--- src/rtl/color_bbox_locator_if.sv ---
// Locator stream plus host register-read bus for color_bbox_locator.
// master = stream/host side, slave = locator.
interface color_bbox_locator_if #(
  parameter int COORD_W = 12
);
  logic               in_write;
  logic [2:0]         in_pixel;
  logic [COORD_W-1:0] in_x;
  logic [COORD_W-1:0] in_y;
  logic               in_done;
  logic               read;
  logic [4:0]         address;
  logic [31:0]        readdata;

  modport master (
    output in_write, in_pixel, in_x, in_y, in_done, read, address,
    input  readdata
  );

  modport slave (
    input  in_write, in_pixel, in_x, in_y, in_done, read, address,
    output readdata
  );
endinterface

--- src/rtl/color_bbox_locator.sv ---
// Per-channel (r/g/b) bounding box and pixel count over one armed frame, latched
// into a host-readable register bank. Optional LOCATOR_CENTROID_EN adds x/y sums.
module color_bbox_locator #(
  parameter int COORD_W = 12,
  parameter int COUNT_W = 24
) (
  input  logic                  in_clock,
  input  logic                  reset_n,
  input  logic                  start,
  color_bbox_locator_if.slave   bus,
  output logic                  out_busy,
  output logic                  out_frame_valid
);

  typedef enum logic [1:0] {
    IDLE  = 2'd0,
    ARMED = 2'd1,
    ACCUM = 2'd2,
    LATCH = 2'd3
  } state_t;

  state_t state;
  state_t state_nxt;

  logic done_q;
  logic done_rise;
  logic frame_start;
  logic arm;
  logic accum_en;
  logic [2:0] ch_hit;

  logic [COORD_W-1:0] w_min_x [3];
  logic [COORD_W-1:0] w_min_y [3];
  logic [COORD_W-1:0] w_max_x [3];
  logic [COORD_W-1:0] w_max_y [3];
  logic [COUNT_W-1:0] w_cnt   [3];

  logic [COORD_W-1:0] r_min_x [3];
  logic [COORD_W-1:0] r_min_y [3];
  logic [COORD_W-1:0] r_max_x [3];
  logic [COORD_W-1:0] r_max_y [3];
  logic [COUNT_W-1:0] r_cnt   [3];
  logic [2:0]         r_empty;
  logic               results_valid;
  logic [15:0]        frame_cnt;

`ifdef LOCATOR_CENTROID_EN
  logic [31:0] w_sum_x [3];
  logic [31:0] w_sum_y [3];
  logic [31:0] r_sum_x [3];
  logic [31:0] r_sum_y [3];
`endif

  logic [31:0] rd_mux;
  logic [31:0] readdata_q;

  assign done_rise   = bus.in_done & ~done_q;
  assign frame_start = bus.in_write && (bus.in_x == '0) && (bus.in_y == '0);
  // Channel index 0 = red = pixel bit 2.
  assign ch_hit      = {bus.in_pixel[0], bus.in_pixel[1], bus.in_pixel[2]};

  always_ff @(posedge in_clock) begin
    if (!reset_n) begin
      state  <= IDLE;
      done_q <= 1'b0;
    end else begin
      state  <= state_nxt;
      done_q <= bus.in_done;
    end
  end

  always_comb begin
    state_nxt = state;
    arm       = 1'b0;
    accum_en  = 1'b0;
    case (state)
      IDLE: begin
        if (start) begin
          state_nxt = ARMED;
          arm       = 1'b1;
        end
      end
      ARMED: begin
        if (frame_start) begin
          state_nxt = ACCUM;
          accum_en  = 1'b1;
        end
      end
      ACCUM: begin
        accum_en = bus.in_write;
        if (done_rise) state_nxt = LATCH;
      end
      LATCH:   state_nxt = IDLE;
      default: state_nxt = IDLE;
    endcase
  end

  always_ff @(posedge in_clock) begin
    if (!reset_n) begin
      out_busy <= 1'b0;
    end else begin
      out_busy <= (state_nxt == ARMED) || (state_nxt == ACCUM);
    end
  end

  // Working accumulators: cleared on reset and on arm, updated per strobed pixel.
  always_ff @(posedge in_clock) begin
    if (!reset_n || arm) begin
      for (int unsigned c = 0; c < 3; c++) begin
        w_min_x[c] <= '1;
        w_min_y[c] <= '1;
        w_max_x[c] <= '0;
        w_max_y[c] <= '0;
        w_cnt[c]   <= '0;
      end
    end else if (accum_en) begin
      for (int unsigned c = 0; c < 3; c++) begin
        if (ch_hit[c]) begin
          if (bus.in_x < w_min_x[c]) w_min_x[c] <= bus.in_x;
          if (bus.in_y < w_min_y[c]) w_min_y[c] <= bus.in_y;
          if (bus.in_x > w_max_x[c]) w_max_x[c] <= bus.in_x;
          if (bus.in_y > w_max_y[c]) w_max_y[c] <= bus.in_y;
          if (w_cnt[c] != '1) w_cnt[c] <= w_cnt[c] + 1'b1;
        end
      end
    end
  end

`ifdef LOCATOR_CENTROID_EN
  always_ff @(posedge in_clock) begin
    if (!reset_n || arm) begin
      for (int unsigned c = 0; c < 3; c++) begin
        w_sum_x[c] <= '0;
        w_sum_y[c] <= '0;
      end
    end else if (accum_en) begin
      for (int unsigned c = 0; c < 3; c++) begin
        if (ch_hit[c]) begin
          w_sum_x[c] <= w_sum_x[c] + 32'(bus.in_x);
          w_sum_y[c] <= w_sum_y[c] + 32'(bus.in_y);
        end
      end
    end
  end

  always_ff @(posedge in_clock) begin
    if (!reset_n) begin
      for (int unsigned c = 0; c < 3; c++) begin
        r_sum_x[c] <= '0;
        r_sum_y[c] <= '0;
      end
    end else if (state == LATCH) begin
      for (int unsigned c = 0; c < 3; c++) begin
        r_sum_x[c] <= w_sum_x[c];
        r_sum_y[c] <= w_sum_y[c];
      end
    end
  end
`endif

  // Result bank: written only in LATCH; empty channels report a zero box.
  always_ff @(posedge in_clock) begin
    if (!reset_n) begin
      for (int unsigned c = 0; c < 3; c++) begin
        r_min_x[c] <= '0;
        r_min_y[c] <= '0;
        r_max_x[c] <= '0;
        r_max_y[c] <= '0;
        r_cnt[c]   <= '0;
      end
      r_empty         <= '0;
      results_valid   <= 1'b0;
      frame_cnt       <= '0;
      out_frame_valid <= 1'b0;
    end else begin
      out_frame_valid <= (state == LATCH);
      if (state == LATCH) begin
        for (int unsigned c = 0; c < 3; c++) begin
          if (w_cnt[c] == '0) begin
            r_min_x[c] <= '0;
            r_min_y[c] <= '0;
            r_max_x[c] <= '0;
            r_max_y[c] <= '0;
            r_empty[c] <= 1'b1;
          end else begin
            r_min_x[c] <= w_min_x[c];
            r_min_y[c] <= w_min_y[c];
            r_max_x[c] <= w_max_x[c];
            r_max_y[c] <= w_max_y[c];
            r_empty[c] <= 1'b0;
          end
          r_cnt[c] <= w_cnt[c];
        end
        results_valid <= 1'b1;
        frame_cnt     <= frame_cnt + 16'd1;
      end
    end
  end

  always_comb begin
    rd_mux = '0;
    if (bus.address == 5'd0) begin
      rd_mux[0]     = out_busy;
      rd_mux[1]     = results_valid;
      rd_mux[4:2]   = {r_empty[0], r_empty[1], r_empty[2]};
      rd_mux[31:16] = frame_cnt;
    end
    for (int unsigned c = 0; c < 3; c++) begin
      if (bus.address == 5'(4 * c + 1)) begin
        rd_mux[16 +: COORD_W] = r_min_y[c];
        rd_mux[0 +: COORD_W]  = r_min_x[c];
      end
      if (bus.address == 5'(4 * c + 2)) begin
        rd_mux[16 +: COORD_W] = r_max_y[c];
        rd_mux[0 +: COORD_W]  = r_max_x[c];
      end
      if (bus.address == 5'(4 * c + 3)) begin
        rd_mux[0 +: COUNT_W] = r_cnt[c];
      end
`ifdef LOCATOR_CENTROID_EN
      if (bus.address == 5'(16 + 2 * c)) rd_mux = r_sum_x[c];
      if (bus.address == 5'(17 + 2 * c)) rd_mux = r_sum_y[c];
`endif
    end
  end

  always_ff @(posedge in_clock) begin
    if (!reset_n) begin
      readdata_q <= '0;
    end else if (bus.read) begin
      readdata_q <= rd_mux;
    end
  end

  assign bus.readdata = readdata_q;

endmodule

--- src/flat_wrapper.sv ---
// flat-port wrapper written by rule: the top's interface ports become plain ports
module color_bbox_locator_flat 
#(
  parameter int COORD_W = 12,
  parameter int COUNT_W = 24
)
  (in_clock, reset_n, start, out_busy, out_frame_valid, bus_in_write, bus_in_pixel, bus_in_x, bus_in_y, bus_in_done, bus_read, bus_address, bus_readdata);
  color_bbox_locator_if #(.COORD_W(COORD_W)) bus_i ();
  input  logic in_clock;
  input  logic reset_n;
  input  logic start;
  output logic out_busy;
  output logic out_frame_valid;
  input wire logic [$bits(bus_i.in_write)-1:0] bus_in_write;
  input wire logic [$bits(bus_i.in_pixel)-1:0] bus_in_pixel;
  input wire logic [$bits(bus_i.in_x)-1:0] bus_in_x;
  input wire logic [$bits(bus_i.in_y)-1:0] bus_in_y;
  input wire logic [$bits(bus_i.in_done)-1:0] bus_in_done;
  input wire logic [$bits(bus_i.read)-1:0] bus_read;
  input wire logic [$bits(bus_i.address)-1:0] bus_address;
  output wire logic [$bits(bus_i.readdata)-1:0] bus_readdata;
  assign bus_i.in_write = bus_in_write;
  assign bus_i.in_pixel = bus_in_pixel;
  assign bus_i.in_x = bus_in_x;
  assign bus_i.in_y = bus_in_y;
  assign bus_i.in_done = bus_in_done;
  assign bus_i.read = bus_read;
  assign bus_i.address = bus_address;
  assign bus_readdata = bus_i.readdata;
  color_bbox_locator #(.COORD_W(COORD_W), .COUNT_W(COUNT_W)) u_core (.in_clock(in_clock), .reset_n(reset_n), .start(start), .bus(bus_i), .out_busy(out_busy), .out_frame_valid(out_frame_valid));
endmodule
--- config.mk ---
export PLATFORM = sky130hd
export DESIGN_NAME = color_bbox_locator_flat
export DESIGN_NICKNAME = d
export VERILOG_FILES = /design/src/rtl/color_bbox_locator_if.sv /design/src/rtl/color_bbox_locator.sv /design/src/flat_wrapper.sv
export SDC_FILE = /design/constraint.sdc
export NUM_CORES = 1
export LEC_CHECK = 0
export ABC_AREA = 0
export BUFFER_PORTS_ARGS = -buffer_cell sky130_fd_sc_hd__buf_4
export CAP_MARGIN = 20
export CORE_ASPECT_RATIO = 0.5
export CORE_UTILIZATION = 43
export DETAILED_ROUTE_END_ITERATION = 8
export SYNTH_ARGS = -nofsm -noshare
export SYNTH_HDL_FRONTEND = slang
export SYNTH_SLANG_ARGS = --single-unit
--- constraint.sdc ---
create_clock -name in_clock -period 6.52 [get_ports in_clock]
set_clock_uncertainty 0.2 [all_clocks]
set_input_delay 1.304 -clock in_clock [delete_from_list [all_inputs] [get_ports in_clock]]
set_output_delay 1.304 -clock in_clock [all_outputs]
set_load 0.03 [all_outputs]
-- After elaboration in Yosys (flattened, before gate mapping)
Memories as Yosys holds them, arrays and structs flattened.
Index checks and enable logic that the tools add are counted.
- register bits: 57
- RAM bits: 432
- bits of input ports: 38
- logic and storage cells: 279
- memories: 10
- add/subtract/negate cells: 4
- $lt $le $gt $ge: 12
- equality and inequality tests: 17
- mux-type cells: 172
- bitwise operators: 44
- reduce and logical (&&, ||, !) cells: 12
- memory list (name ; depth ; width ; rd ports ; clocked after memory_dff ; wr ports ; RTL line ; text):
    u_core.r_cnt ; 3 ; 24 ; 3 ; 0 ; 3 ; color_bbox_locator.sv:42 ; logic [COUNT_W-1:0] r_cnt [3];
    u_core.w_cnt ; 3 ; 24 ; 3 ; 0 ; 3 ; color_bbox_locator.sv:36 ; logic [COUNT_W-1:0] w_cnt [3];
    u_core.r_max_x ; 3 ; 12 ; 3 ; 0 ; 3 ; color_bbox_locator.sv:40 ; logic [COORD_W-1:0] r_max_x [3];
    u_core.r_max_y ; 3 ; 12 ; 3 ; 0 ; 3 ; color_bbox_locator.sv:41 ; logic [COORD_W-1:0] r_max_y [3];
    u_core.r_min_x ; 3 ; 12 ; 3 ; 0 ; 3 ; color_bbox_locator.sv:38 ; logic [COORD_W-1:0] r_min_x [3];
    u_core.r_min_y ; 3 ; 12 ; 3 ; 0 ; 3 ; color_bbox_locator.sv:39 ; logic [COORD_W-1:0] r_min_y [3];
    +4 memories ; n/a ; n/a ; n/a ; n/a ; n/a ; n/a ;
- operator list (kind ; number):
    2-to-1 mux 12 bit ; 48
    2-to-1 mux 24 bit ; 9
    2-to-1 mux 1 bit ; 108
    adder 24 x 1 -> 24 bit (second input constant) ; 3
    > comparator 12 bit ; 6
    logical NOT 24 bit ; 3
    < comparator 12 bit ; 6
    != test 24 bit (second input constant) ; 3
    OR 1 bit ; 42
    logical NOT 12 bit ; 2
    adder 16 x 1 -> 16 bit (second input constant) ; 1
    2-to-1 mux 16 bit ; 1
    equality test 5 x 3 -> 1 bit (second input constant) ; 3
    equality test 5 x 4 -> 1 bit (second input constant) ; 3
    equality test 5 x 2 -> 1 bit (second input constant) ; 2
    one-hot mux 2 bit (4 select lines) ; 1
    equality test 2 bit (second input constant) ; 3
    2-to-1 mux 2 bit ; 3
    equality test 5 x 1 -> 1 bit (second input constant) ; 1
    logical NOT 5 bit ; 1
    2-to-1 mux 5 bit ; 1
    equality test 2 x 1 -> 1 bit (second input constant) ; 2
    logical AND 1 bit ; 2
    logical NOT 2 bit ; 1
    5 further kinds ; 6

-- Longest topological paths before layout
- word-level depth: 11
- mapped depth: 9
- mapped depth without buffers: 8

-- Worst setup path after synthesis
OpenSTA, ideal clock, no wires.
- kind: in2reg
- start point: input reset_n
- end point: memory u_core.r_cnt[0][0], enable pin
- arrival: 5663 ps
- required time: 5753 ps
- path slack: 90 ps
- stages on the path: 3
- path buffers: 0
- path through: inv_1 > nor2_1 > inv_1
- RTL lines (item ; RTL line ; text):
    start, declared ; flat_wrapper.sv:10 ; input logic reset_n;
    end, declared ; color_bbox_locator.sv:42 ;

==> reports/summary.txt <==
clock network fraction of design power = 0.413
number of endpoints with negative hold slack in the final report = 0
crit start category = primary input
share of cells above drive strength 1 = 0.113
CP required = 6.52 ns
Max Root-Sink Buffers = 3
# nets final = 2270
floorplan die height = 169 um
total length of routed wires = 74300 um
part of the total power dissipated in sequential elements = 0.518
starting density of the core = 0.442
max-slew violations = 0
# DRC = 0
total negative slack for setup checks = 0 ns
cell type contributing the most total cell area after synthesis = edfxtp_1
overall overflow remaining after global route = 0
HPWL after DPL = 52800 um
area used by multi-input combinational logic = 0.00889 sq mm
headroom to the max-slew limit = 0.222
power density over cell area = 257 mW/mm^2
count of port buffers added during placement = 71
area of the core = 0.0546 sq mm
Internal Power = 5.32 mW
total standard cell area after synthesis = 0.0241 sq mm
standard-cell row count = 60
number of enable-type register cells in the synthesized netlist = 432
post-synthesis sequential area ratio = 0.585
maximum fanout along the worst path = 13
Sink Count = 489
worst-margin pin slew = 1.16 ns
area fraction in compound gates after synthesis = 0.125
Seq cells post-synth = 489
largest voltage drop on the vdd net = 0.168 mV
# fillers = 4812
# resized after CTS = 0
CP arrival = 4.77 ns
Min-Delay Path Class = reg2reg
count of mapped cells out of synthesis = 2045
Max Clk Rate = 210 MHz
clock tree from TritonCTS = yes
Overall Global Routing Usage = 0.260
top area cells in the synthesized netlist = edfxtp_1 54%, ha_1 7.8%, dfxtp_1 4.7%
cts-stage hold buffer count = 0
DIE AREA = 0.0571 sq mm
minimum setup slack among reg-to-reg paths = 2.19 ns
total design power = 6.95 mW
number of DRC markers after the initial detailed-route iteration = 2161
switching power = 1.63 mW
max-cap check violation count = 0
Ports = 72
Worst setup EP type = register
chip width = 337 um
Wirelength per Cell = 25.9 um
post-synthesis share of cell area spent on full adders, half adders and majority gates = 0.0784
clk root buf = clkbuf_16
share of flip-flops with an asynchronous set or reset = 0
clock latency at the later pin of the worst-skew pair = 0.59 ns
post-place setup slack = 1.31 ns
number of detailed-route iterations in the first pass = 5
final weighted congestion in routability-driven placement = 0.913
hold slack = 0.274 ns
part of the total power dissipated in combinational logic = 0.070
first-pass GRT wire length = 108000 um
outcome = finished, final reports clean
routed vias/inst = 6.01
kind of critical path = in2reg
via count of the first global-routing pass = 15900
dominant combinational cell family by area after synthesis = simple AND/OR/NAND/NOR gates
Syn-to-layout area delta = 12.1%
Synth Area in Simple Gates = 0.133
total via count after detailed routing = 17200
count of H-tree levels built during CTS = 2
share of the synthesized area in the top cell type = 0.538
clock slew at reported path FFs = 0.06 ns
share of cell area taken by muxes after synthesis = 0.000830
area taken by flip-flops and latches = 0.0141 sq mm
Min Clock Period, post-route = 4.76 ns
final worst slack = 1.76 ns
Setup Fix Bufs, Post-CTS = 0
predominant post-synthesis flop cell = edfxtp_1
pin count of the biggest net entering global routing = 138
Antenna Nets Post-Route = 0
synthesized-area fraction occupied by xor and xnor cells = 0.0298
antenna violations before repair = 6
number of warnings printed during yosys synthesis = 0
leakage power figure = 10.6 nW
Post-Syn Nets = 2234
cts bufs inserted = 46
Final Cycle Share = 0.731
leading cell type in the layout, fill and taps excluded = edfxtp_1
distinct cell type count after synthesis = 63
unrepaired setup endpoints after global routing = false
Mapped Avg Cell Area = 11.8 sq um
commonest cells after routing, fill and taps aside = 432 x edfxtp_1, 176 x inv_1, 150 x ha_1
final number of setup-violating endpoints = 0
switching power as a share of total power = 0.235
-- logic make-up (layout without fill, tap and decap cells) --
group | after synthesis | count (layout)
other | 0 | 2
muxes | 2 | 2
and+or+nand+nor | 615 | 615
adders and majority gates | 151 | 151
AOI/OAI and AO/OA | 418 | 418
buffers and inverters | 288 | 362
DFF | 489 | 489
xor gates and xnor gates | 82 | 82
-- area by class of cell --
type                    count  area share
diodes                      2    0.000185
clock buffers              67      0.0519
clock inverters            19     0.00741
inverters                 177      0.0249
multi-input cells        1268       0.329
flip-flops and latches    489       0.522
well taps                 744      0.0345
repair buffers             99      0.0295
-- worst max-delay path, cell delays in order --
cell,delay (ns)
buf_4,0.16
or4_4,0.57
nor3_2,0.28
nand4_1,0.23
a21oi_2,0.82
nand3_1,0.72
nand2_1,0.68
-- Yosys cell counts (48+ instances only) --
master	count
a21oi_1	93
and3_1	88
clkbuf_1	84
dfxtp_1	57
edfxtp_1	432
ha_1	151
inv_1	177
nand2_1	93
nand3_1	54
nor2_1	100
nor3_1	144
xor2_1	48
-- registers in the layout (all words and copies together), names as in the netlist, 16 cells and up --
register and flops:
u_core.r_min_y 36, u_core.frame_cnt 16, u_core.w_max_x 36, u_core.w_max_y 36, u_core.r_cnt 72, u_core.w_min_y 36, u_core.bus.readdata 32, u_core.r_min_x 36
u_core.w_min_x 36, u_core.w_cnt 72, u_core.r_max_x 36, u_core.r_max_y 36
-- metrics by stage --
| step | util | area (sq um) | instances |
|---|---|---|---|
| 2_1_floorplan | - | 24100 | 2045 |
| 3_3_place_gp | 0.464 | 25400 | 2775 |
| 3_5_place_dp | 0.464 | 25400 | 2775 |
| 4_1_cts | 0.494 | 27000 | 2861 |
| 5_1_grt | 0.495 | 27000 | 2863 |
| 6_report | 0.495 | 27000 | 2865 |
-- routing by layer --
metal  up-vias  track usage  routed length (um)
met5         -            0                  54
li1       7774            -                   -
met3        99       0.0748                8410
met2       815        0.335               28700
met4         8       0.0652                1640
met1      8509        0.416               35500
-- path summary, 6_finish.rpt --
path	start	end	cells past startpoint
max	bus_in_y[7]	u_core.w_max_y[0][23]	7
min	u_core.bus.readdata[29]	u_core.bus.readdata[29]	2
max reg2reg	u_core.state[0]	u_core.w_cnt[0][25]	8
min reg2reg	u_core.bus.readdata[29]	u_core.bus.readdata[29]	2
-- power by group through the flow --
stage | combinational (mW) | sequential [mW] | clock, mW
after detailed placement | 0.472 | 3.66 | 0
after CTS | 0.475 | 3.60 | 2.89
after floorplan | 0.259 | 3.66 | 0
after global placement | 0.470 | 3.66 | 0
final | 0.486 | 3.60 | 2.87
after global routing | 0.527 | 3.61 | 3.01
(Power assumes the default switching activity.)
